**src/rtl/strip_frame_sequencer.sv**
```systemverilog
// strip_frame_sequencer: paced per-pixel RGB generator with latch/frame-timer handshake for an LED strip.
// Define SEQ_BRIGHTNESS_EN to add a per-frame brightness scaler on every colour channel.
module strip_frame_sequencer #(
    parameter int NUM_PIXELS   = 64,
    parameter int CW           = 8,
    parameter int FRAME_CYCLES = 166667,
    parameter int STEP         = 4
) (
    input  logic                          clk,
    input  logic                          reset,
    input  logic [3:0]                    anim_sel,
    input  logic [CW-1:0]                 base_r,
    input  logic [CW-1:0]                 base_g,
    input  logic [CW-1:0]                 base_b,
`ifdef SEQ_BRIGHTNESS_EN
    input  logic [CW-1:0]                 brightness,
`endif
    input  logic                          done,
    output logic [CW-1:0]                 r,
    output logic [CW-1:0]                 g,
    output logic [CW-1:0]                 b,
    output logic                          latch,
    output logic [$clog2(NUM_PIXELS)-1:0] pixel_idx,
    output logic                          frame_start,
    output logic                          overrun
);
    localparam int PW = $clog2(NUM_PIXELS);
    localparam int TW = $clog2(FRAME_CYCLES + 1);

    typedef enum logic {LATCH, SHIFT} state_t;

    state_t        state_q, state_d;
    logic [TW-1:0] timer_q, timer_d;
    logic          pending_q, pending_d, latch_ok_q, latch_ok_d, first_q, first_d;
    logic          fs_q, fs_d, ovr_q, ovr_d;
    logic [CW-1:0] off_q, off_d, r_q, r_d, g_q, g_d, b_q, b_d;
    logic [3:0]    mode_q, mode_d;
    logic [PW-1:0] pix_q, pix_d;
    logic          tick, start, adv, load, lit, ramp_r, ramp_g, ramp_b, solid;
    logic [CW-1:0] v, cr, cg, cb;
`ifdef SEQ_BRIGHTNESS_EN
    logic [CW-1:0] br_q, br_d;

    function automatic logic [CW-1:0] scale(input logic [CW-1:0] c, input logic [CW-1:0] k);
        logic [2*CW-1:0] p;
        p = {{CW{1'b0}}, c} * {{CW{1'b0}}, k};
        return CW'(p >> CW);
    endfunction
`endif

    always_comb begin
        tick       = timer_q == TW'(FRAME_CYCLES - 1);
        timer_d    = tick ? '0 : timer_q + TW'(1);
        start      = state_q == LATCH && (latch_ok_q || done) && (pending_q || tick);
        adv        = state_q == SHIFT && done && pix_q != PW'(NUM_PIXELS - 1);
        load       = start || adv;
        state_d    = start ? SHIFT : (state_q == SHIFT && done && !adv) ? LATCH : state_q;
        pending_d  = !start && (pending_q || tick);
        latch_ok_d = !start && (latch_ok_q || (state_q == LATCH && done));
        first_d    = first_q && !start;
        // The first frame after reset keeps offset 0; later frames scroll by STEP.
        off_d      = (start && !first_q) ? off_q + CW'(STEP) : off_q;
        mode_d     = start ? anim_sel : mode_q;
        pix_d      = start ? '0 : adv ? pix_q + PW'(1) : pix_q;
        fs_d       = start;
        ovr_d      = ovr_q || (state_q == SHIFT && tick);
        // Colour is computed from next-state values so it lands with the pixel index.
        v      = CW'(32'(pix_d) * 32'(STEP) + ((mode_d == 4'd6) ? 32'(off_d) : 32'd0));
        lit    = (mode_d == 4'd5) && ((32'(off_d) / 32'(STEP)) % 32'(NUM_PIXELS) == 32'(pix_d));
        ramp_r = mode_d inside {4'd0, 4'd1, 4'd6};
        ramp_g = mode_d inside {4'd0, 4'd2, 4'd6} || mode_d >= 4'd7;
        ramp_b = mode_d inside {4'd0, 4'd3, 4'd6};
        solid  = mode_d == 4'd4 || lit;
        cr     = ramp_r ? v : solid ? base_r : '0;
        cg     = ramp_g ? v : solid ? base_g : '0;
        cb     = ramp_b ? v : solid ? base_b : '0;
`ifdef SEQ_BRIGHTNESS_EN
        br_d   = start ? brightness : br_q;
        r_d    = load ? scale(cr, br_d) : r_q;
        g_d    = load ? scale(cg, br_d) : g_q;
        b_d    = load ? scale(cb, br_d) : b_q;
`else
        r_d    = load ? cr : r_q;
        g_d    = load ? cg : g_q;
        b_d    = load ? cb : b_q;
`endif
    end

    always_ff @(posedge clk) begin
        if (!reset) begin
            state_q    <= LATCH;
            timer_q    <= '0;
            pending_q  <= 1'b1;
            latch_ok_q <= 1'b0;
            first_q    <= 1'b1;
            fs_q       <= 1'b0;
            ovr_q      <= 1'b0;
            off_q      <= '0;
            mode_q     <= '0;
            pix_q      <= '0;
            r_q        <= '0;
            g_q        <= '0;
            b_q        <= '0;
`ifdef SEQ_BRIGHTNESS_EN
            br_q       <= '0;
`endif
        end else begin
            state_q    <= state_d;
            timer_q    <= timer_d;
            pending_q  <= pending_d;
            latch_ok_q <= latch_ok_d;
            first_q    <= first_d;
            fs_q       <= fs_d;
            ovr_q      <= ovr_d;
            off_q      <= off_d;
            mode_q     <= mode_d;
            pix_q      <= pix_d;
            r_q        <= r_d;
            g_q        <= g_d;
            b_q        <= b_d;
`ifdef SEQ_BRIGHTNESS_EN
            br_q       <= br_d;
`endif
        end
    end

    assign r           = r_q;
    assign g           = g_q;
    assign b           = b_q;
    assign latch       = state_q == LATCH;
    assign pixel_idx   = pix_q;
    assign frame_start = fs_q;
    assign overrun     = ovr_q;
endmodule

```
**config.mk**
```make
export PLATFORM = sky130hd
export DESIGN_NAME = strip_frame_sequencer
export DESIGN_NICKNAME = d
export VERILOG_FILES = /design/src/rtl/strip_frame_sequencer.sv
export SDC_FILE = /design/constraint.sdc
export NUM_CORES = 1
export LEC_CHECK = 0
export ABC_CLOCK_PERIOD_IN_PS = 5400
export CORE_ASPECT_RATIO = 1.25
export CORE_MARGIN = 2
export CORE_UTILIZATION = 40
export DETAILED_ROUTE_END_ITERATION = 8
export SLEW_MARGIN = 20
export SYNTH_ARGS = -nofsm -noshare
export SYNTH_HDL_FRONTEND = slang
export SYNTH_SLANG_ARGS = --single-unit
```
**constraint.sdc**
```tcl
create_clock -name clk -period 5.4 [get_ports clk]
set_clock_uncertainty 0.05 [all_clocks]
set_input_delay 0.54 -clock clk [delete_from_list [all_inputs] [get_ports clk]]
set_output_delay 0.54 -clock clk [all_outputs]
set_load 0.01 [all_outputs]
```
Yosys cells after proc, flatten, opt, wreduce, memory -nomap -nowiden
Cells that the tools add are included.

ROM bits: 0. Memories kept: 0. Bits in latches: 0. Output and inout port bits: 33. Logic and storage cells: 70. Input bits: 31. Register bits: 66. Memory bits (writable): 0.

Multiply operators: 0. Shift-type cells: 0. Add/sub/neg operators: 4. Div/mod/pow operators: 0. Reductions and logical operators: 28. $lt $le $gt $ge: 1. Mux-type cells: 13. Equality and inequality tests: 9. Bitwise gates (word level): 2.

Operators by type and width (count): $mux 8 (8); $add 18x1->18 const B (1); $eq 18x18->1 const B (1); $eq 4x3->1 const B (3); $logic_and 1x1->1 (12); $mux 6 (2); $reduce_bool 3->1 (3); $add 8x3->8 const B (1); $add 8x8->8 (1); $eq 4x2->1 const B (2); $logic_or 1x1->1 (7); $add 6x1->6 const B (1); $eq 6x6->1 (1); $ne 6x6->1 const B (1); $eq 4x1->1 const B (1); $ge 4x3->1 const B (1); $logic_not 4->1 (1); $mux 4 (1); $logic_not 1->1 (3); $mux 1 (2); $not 1->1 (2); $reduce_bool 2->1 (1); $reduce_or 2->1 (1).

Longest topological paths before layout
Gate-level depths: netlist of the first run.

Depth after elaboration: 10. Gate-level depth with buffers: 20. Mapped depth without buffers: 18.

Worst setup path after synthesis of the first run
OpenSTA, ideal clock, no wires.

Path type: reg-to-reg. Start: reg timer_q[0]. End: reg b_q[7] (netlist: b[7]). Setup slack: 1.354 ns. Data arrival time: 3.871 ns. Buffers on the path: 2. Cell stages (with the launch flop): 21. Clock period less this slack: 4.046 ns. Library setup time: 0.125 ns. Required time: 5.225 ns. Cells stage by stage: dfxtp_1 -> inv_1 -> ha_1 -> and4bb_1 -> nand4_2 -> o31ai_4 -> buf_2 -> buf_2 -> mux2i_1 -> nand2_1 -> or2_2 -> inv_1 -> ha_1 -> a21o_1 -> a21oi_1 -> o21bai_1 -> a21oi_1 -> xor2_1 -> xnor2_1 -> o31a_1 -> o31ai_4.

Cells in the longest elaborated chain, start to end: 10. Elaborated cells between the ends (all ways): 21. Classes of those cells: add/sub (1); eq/ne (6); mux (6); reduce/logical (8).

RTL lines: start, declared (line 33) `logic [TW-1:0] timer_q, timer_d;`; start signal, assigned (line 109) `timer_q <= timer_d;`; $eq 18x18->1 * (line 52) `tick = timer_q == TW'(FRAME_CYCLES - 1);`; $logic_or 1x1->1 * (line 54) `start = state_q == LATCH && (latch_ok_q || done) && (pending_q || tick);`; $logic_and 1x1->1 * (line 54); branches (longest 7 deep; another with $add 8x8->8); end signal, assigned (line 103) `b_q <= '0;`; end signal, assigned (line 120) `b_q <= b_d;`; end, declared (line 36) `logic [CW-1:0] off_q, off_d, r_q, r_d, g_q, g_d, b_q, b_d;`.

Mark *: on every way between the ends. A chain may end at the register's enable or synchronous reset.

Worst setup path in the final report of the first run
Start: reg timer_q[1]. End: reg r_q[7] (netlist: r[7]).

Cells in the longest elaborated chain, start to end: 10. Elaborated cells between the ends (all ways): 21. Classes of those cells: add/sub (1); eq/ne (6); mux (6); reduce/logical (8).

RTL lines: $eq 18x18->1 * (line 52); $logic_or 1x1->1 * (line 54); $logic_and 1x1->1 * (line 54); branches (longest 7 deep; another with $add 8x8->8); end signal, assigned (line 118) `r_q <= r_d;`; end, declared (line 36).

Marks and branches as above.

==> impl_metrics.json, run 1 <==
{
  "combPwrFrac_pct": 21.7,
  "final_nets": 518,
  "drt-initial-drc-count": 135,
  "tns_ns": 0,
  "die-area_um2": 9530,
  "core_area_um2": 8610,
  "worstSkewPairLatency_ns": 0.35,
  "initial_core_util_pct": 40.7,
  "ir_drop_v": 0.000129,
  "reg2regPathDepth": 17,
  "grt_use_met1_pct": 22.5,
  "critPathLaunchType": "flip-flop",
  "drt-pass1-iter-count": 4,
  "fmax_mhz": 242,
  "required_ns": 5.57,
  "power.density_nw_per_um2": 282,
  "htree_num_levels": 3,
  "antennaDiodeCount": 0,
  "area_growth_pct": 27.9,
  "grt_pass1_wl_mm": 14.1,
  "critPathMaxStageDelay_ns": 0.46,
  "period_share_pct": 76.5,
  "gr-usage-met3_pct": 3.79,
  "grt_start_max_net_pins": 54,
  "slew_headroom_pct": 36.9,
  "hold_ws_ns": 0.407,
  "track_usage_pct": 19.1,
  "worstReg2RegStart": "timer_q[1]",
  "antenna_found_initial": 0,
  "syn_inst": 415,
  "grt_pass1_vias": 2965,
  "cts_sinks": 64,
  "num_vias": 3188,
  "final_max_slew_viol_count": 0,
  "cts.hold.buffers_added": 0,
  "criticalPathCategory": "reg -> reg",
  "grt.overflow.total": 0,
  "min_from": "b[0]",
  "cts_setup_buffers": 0,
  "cts-root-buf": "clkbuf_8",
  "wl_per_cell_um": 14.6,
  "netlist_area_um2": 3500,
  "endpoint_kind": "flip-flop",
  "hp-class": "reg -> reg",
  "finalPower_uw": 1260,
  "tightestPinTransition_ns": 0.939,
  "clk_pin_slew_ns": 0.07,
  "clk_path_buf_depth": 2,
  "via_per_inst": 5.30,
  "ys_seq_elements": 64,
  "busiest_layer": "met2",
  "cp_slowest_cell": "o31ai_4",
  "critPathLaunch": "timer_q[1]",
  "wl_mm": 8.79,
  "yosysSeqAreaShare_pct": 36.6,
  "fillerInstances": 814,
  "cp_data_arrival_time_ns": 4.30,
  "cts-buffers-inserted": 9,
  "place.gp.congestion": 0.892,
  "io_buffers": 63,
  "drc_errors": 0,
  "rsz0062_at_grt": "false",
  "yosysWarnings": 0,
  "min_period_ns": 4.13,
  "synth_edf_count": 0,
  "final_cell_mix": "dfxtp_1 (64), clkdlybuf4s50_1 (63), nor2_1 (52)",
  "p_int_uw": 905,
  "path_cells": "ha_1 > and4bb_1 > nand4_2 > o31ai_4 > mux2i_1 > nand2_1 > or2_2 > inv_1 > ha_1 > a21o_1 > a21oi_1 > o21bai_1 > a21oi_1 > xor2_1 > xnor2_1 > o31a_1 > o31ai_4",
  "p_leak_uw": 0.00167,
  "synthFlopType": "dfxtp_1",
  "drv_cap": 0,
  "p_switching_uw": 358,
  "fin_area_um2": 4480,
  "grt_use_met2_pct": 32.6,
  "hold_viol": 0,
  "syn_avg_cell_area_um2": 8.44,
  "hold_depth": 2,
  "antenna_left": 0,
  "rows": 38,
  "die_w_um": 87.7,
  "outcome": "finished, final reports clean",
  "cts_tree": "done",
  "power.share.clock_pct": 36.6,
  "placed_cell_area_um2": 4260,
  "drive_gt1_share_pct": 7.69,
  "final_common_cell": "dfxtp_1",
  "path_max_fanout": 8,
  "die_y_um": 109,
  "ctsResizeCount": 0,
  "swShare_pct": 28.3,
  "finalSetupViolCount": 0,
  "synthesis.nets": 456,
  "yosysUniqueCellTypes": 54,
  "async_reset_ff_share_pct": 0,
  "ios": 64,
  "dp_hpwl_mm": 6.31,
  "seqPwrFrac_pct": 41.7
}
## synth_stat cells, types with 3 or more instances
cell type	n	share of area [%]
a211oi_1	4	0.86
o31ai_4	4	2.4
nand3_1	32	4.6
xor2_1	22	5.5
o21ai_0	23	3.3
o211ai_1	8	1.7
ha_1	9	3.2
dfxtp_1	64	37
a21oi_1	24	3.4
nor2b_1	10	1.8
nor2_1	52	5.6
buf_2	3	0.43
xnor2_1	9	2.2
o31a_1	3	0.75
and2_1	5	0.89
nand2_1	21	2.2
and3_1	7	1.2
clkbuf_1	13	1.4
inv_1	19	2.0
o21bai_1	3	0.64
nand4_1	4	0.71
o21ai_1	9	1.3
nand3b_1	5	1.1
and4_1	3	0.75
a21boi_0	3	0.64
or2_2	3	0.54
o221ai_1	12	3.0
mux2i_1	8	2.3
## worst max-delay path: cells and delay by family, from the launching register on
kind	cells	cell delay (ns)
xor+xnor	2	0.42
simple gates	4	0.92
buf+inv	1	0.06
compound gates	7	1.46
flops	1	0.42
mux	1	0.28
fa+ha+maj	2	0.39
## layout make-up
class | instances | area, um^2 | share of cell area, %
Multi-Input combinational cell | 314 | 2080 | 46.5
Sequential cell | 64 | 1280 | 28.6
Timing Repair Buffer | 69 | 676 | 15.1
Clock buffer | 12 | 155 | 3.46
Tap cell | 120 | 150 | 3.35
Inverter | 19 | 71.3 | 1.59
Clock inverter | 3 | 65.1 | 1.45
## flip-flops by register name, summed over array words and instances (netlist names), 4 cells and up
name / flops
b: 8
r: 8
g: 8
mode_q: 4
off_q: 6
timer_q: 18
pixel_idx: 6
## power by group through the flow
stage | sequential (uW) | clock [uW] | combinational (uW)
final | 527 | 462 | 274
after global routing | 531 | 491 | 302
after CTS | 527 | 472 | 276
after detailed placement | 537 | 0 | 275
after global placement | 537 | 0 | 270
after floorplan | 543 | 0 | 153
## per-layer routing
| layer | share of wire, % | wire length [um] | vias up |
|---|---|---|---|
| li1 | - | - | 1603 |
| met2 | 50 | 4410 | 67 |
| met4 | 2.9 | 257 | 0 |
| met3 | 3.8 | 338 | 20 |
| met5 | 0 | 0 | - |
| met1 | 43 | 3780 | 1498 |
## through the flow
| stage | std cells | setup slack (ns) | utilization, % |
|---|---|---|---|
| detailed placement | 586 | 0.940 | 49.5 |
| global placement | 586 | 1.13 | 49.4 |
| global route | 601 | 0.950 | 52.1 |
| floorplan | 415 | 1.35 | - |
| finish | 601 | 1.27 | 52.1 |
| CTS | 601 | 1.25 | 52.1 |
## kinds of logic after synthesis
| family | share of synthesized area, % |
|---|---|
| adders and majority gates | 3.78 |
| DFF | 36.6 |
| and+or+nand+nor | 23.4 |
| buffers and inverters | 4.28 |
| xor gates and xnor gates | 7.75 |
| AOI/OAI and AO/OA | 22.0 |
| muxes | 2.28 |
## final timing paths
kind	end	slack (ns)
min reg2reg	b[0]	0.41
min	b[0]	0.41
max	r[7]	1.27
max reg2reg	r[7]	1.27
Note: power is estimated with default switching activity, not from simulation.
==> run 2, diff against run 1 <==
Settings changed: ABC_CLOCK_PERIOD_IN_PS 5400 to 3800, PLACE_DENSITY set to 0.66.
Clock period 5.4 ns to 3.8 ns, I/O delays scaled along.
==> run 2 against run 1 <==
  * Setup slack got worse by 1.1 ns
  * Worst hold slack better by 0.0033 ns
  * Flip-flop and latch count stayed put
  * Utilization increased by 2.4 points
  * Sequential share of layout area down 1.2 points
  * Highest routed layer unchanged
  * Global-route usage is 0.091 points higher
  * First-iteration DRC count decreased by 4.4%
  * Die area unchanged
  * Sequential power increased by 42%
  * Register-to-register slack got worse by 1.1 ns
  * Combinational power rose by 52%
==> impl_metrics.json, run 2 (same netlist as run 1, synthesis figures left out) <==
{
  "outcome": "finished, final reports clean",
  "final_max_slew_viol_count": 0,
  "ir_drop_v": 0.000184,
  "cts-buffers-inserted": 9,
  "num_vias": 3255,
  "finalPower_uw": 1700,
  "wl_mm": 8.85,
  "hp-class": "reg -> reg",
  "htree_num_levels": 3,
  "min_period_ns": 3.67,
  "endpoint_kind": "flip-flop",
  "wl_per_cell_um": 14.2,
  "path_delay_family": "compound AO/OA/AOI/OAI gates",
  "antenna_left": 0,
  "cp_slowest_cell": "o31ai_4",
  "regArea_um2": 1280,
  "grt.overflow.total": 0,
  "io_buffers": 63,
  "slew_headroom_pct": 48.0,
  "track_usage_pct": 19.2,
  "place.gp.congestion": 0.883,
  "rsz0062_at_grt": "true",
  "die_y_um": 109,
  "grt_start_max_net_pins": 34,
  "area_growth_pct": 33.7,
  "finalSetupViolCount": 0,
  "core_area_um2": 8610,
  "antenna_found_initial": 0,
  "path_max_fanout": 5,
  "hold_ws_ns": 0.410,
  "antennaDiodeCount": 0,
  "path_cells": "inv_2 > ha_2 > and4bb_1 > nand4_2 > o31ai_4 > mux2i_2 > nand2_2 > or2_4 > inv_2 > ha_4 > a21o_1 > a21oi_2 > o21bai_1 > a21oi_1 > xor2_1 > xnor2_2 > o31a_1 > o31ai_4",
  "tightestPinTransition_ns": 0.777,
  "die-area_um2": 9530,
  "drt-pass1-iter-count": 4,
  "via_per_inst": 5.21,
  "die_w_um": 87.7,
  "drive_gt1_share_pct": 15.0,
  "worst-path-buf-inv": 2,
  "clk_pin_slew_ns": 0.07,
  "dp_hpwl_mm": 6.42,
  "final_nets": 542,
  "ios": 64,
  "regMostFlops": "timer_q",
  "drc_errors": 0,
  "required_ns": 3.97,
  "initial_core_util_pct": 40.7,
  "cp_data_arrival_time_ns": 3.84,
  "grt_pass1_wl_mm": 14.4,
  "largest_reg_flops": 18,
  "worstSkewPairLatency_ns": 0.35,
  "cts-root-buf": "clkbuf_8",
  "clk_path_buf_depth": 2,
  "final_cell_mix": "dfxtp_1 (63), clkdlybuf4s50_1 (63), nor2_1 (51)",
  "power.density_nw_per_um2": 362,
  "drt-initial-drc-count": 129,
  "fillerInstances": 797,
  "period_share_pct": 96.5,
  "p_leak_uw": 0.00176,
  "fmax_mhz": 273,
  "critPathLaunchType": "flip-flop",
  "cts_tree": "done",
  "hold_viol": 0,
  "criticalPathCategory": "reg -> reg",
  "rows": 38,
  "drv_cap": 0,
  "grt_pass1_vias": 3075,
  "cts.hold.buffers_added": 0,
  "critPathMaxStageDelay_ns": 0.42,
  "multi_input_area_um2": 2150,
  "cts_sinks": 64
}
## run 2: changes by cell type in the layout (fill, tap and decap cells not counted), sizes merged
cell and delta:
buf +24, bufinv -2, clkinv +1, clkinvlp +1
## run 2: timing repair
item | 4_1_cts | 5_1_grt
gates resized for setup | 0 | 15
buffers inserted | 0 | 5
endpoints found under the setup margin | 0 | 9
## run 2: layout make-up
cell class,count,share of cell area (%)
inverters,19,1.52
clock buffers,12,3.31
clock inverters,3,0.374
flip-flops and latches,64,27.4
repair buffers,93,18.3
multi-input cells,314,46.0
well taps,120,3.20
## run 2: path summary, 6_finish.rpt
path / startpoint / endpoint / slack [ns] / depth (start not counted)
setup / recovery: timer_q[0] / r[7] / 0.13 / 18
hold reg to reg: r[1] / r[1] / 0.41 / 2
setup reg to reg: timer_q[0] / r[7] / 0.13 / 18
hold / removal: r[1] / r[1] / 0.41 / 2
## run 2: routing by layer
| metal | vias up | GRT usage, % | share of wire [%] |
|---|---|---|---|
| li1 | 1653 | - | - |
| met1 | 1519 | 23.3 | 43 |
| met2 | 70 | 33.3 | 52 |
| met3 | 13 | 2.73 | 3.5 |
| met4 | 0 | 8.46 | 1.8 |
| met5 | - | 0 | 0 |
## run 2: where the power goes
part	total, uW	leakage, uW	switching [uW]	internal (uW)
sequential	747	0.000521	32.2	715
clock	532	0.0000882	265	267
combinational	417	0.00115	228	189
total	1700	0.00176	525	1170
## run 2: tightest hold or removal path: stages, from the launching register on
cell     delay (ns)
dfxtp_1        0.31
nand3_1        0.06
o21ai_1        0.05
## run 2: through the flow
stage                     area, um^2  utilization [%]  instances  TNS (ns)  setup slack, ns
after global routing            4690             54.4        625    -0.271          -0.0985
after floorplan                 3520                -        415         0           0.0168
after detailed placement        4410             51.3        605    -0.330           -0.119
after global placement          4410             51.2        605         0           0.0270
after CTS                       4580             53.3        620         0           0.0116
final                           4690             54.4        625         0            0.134
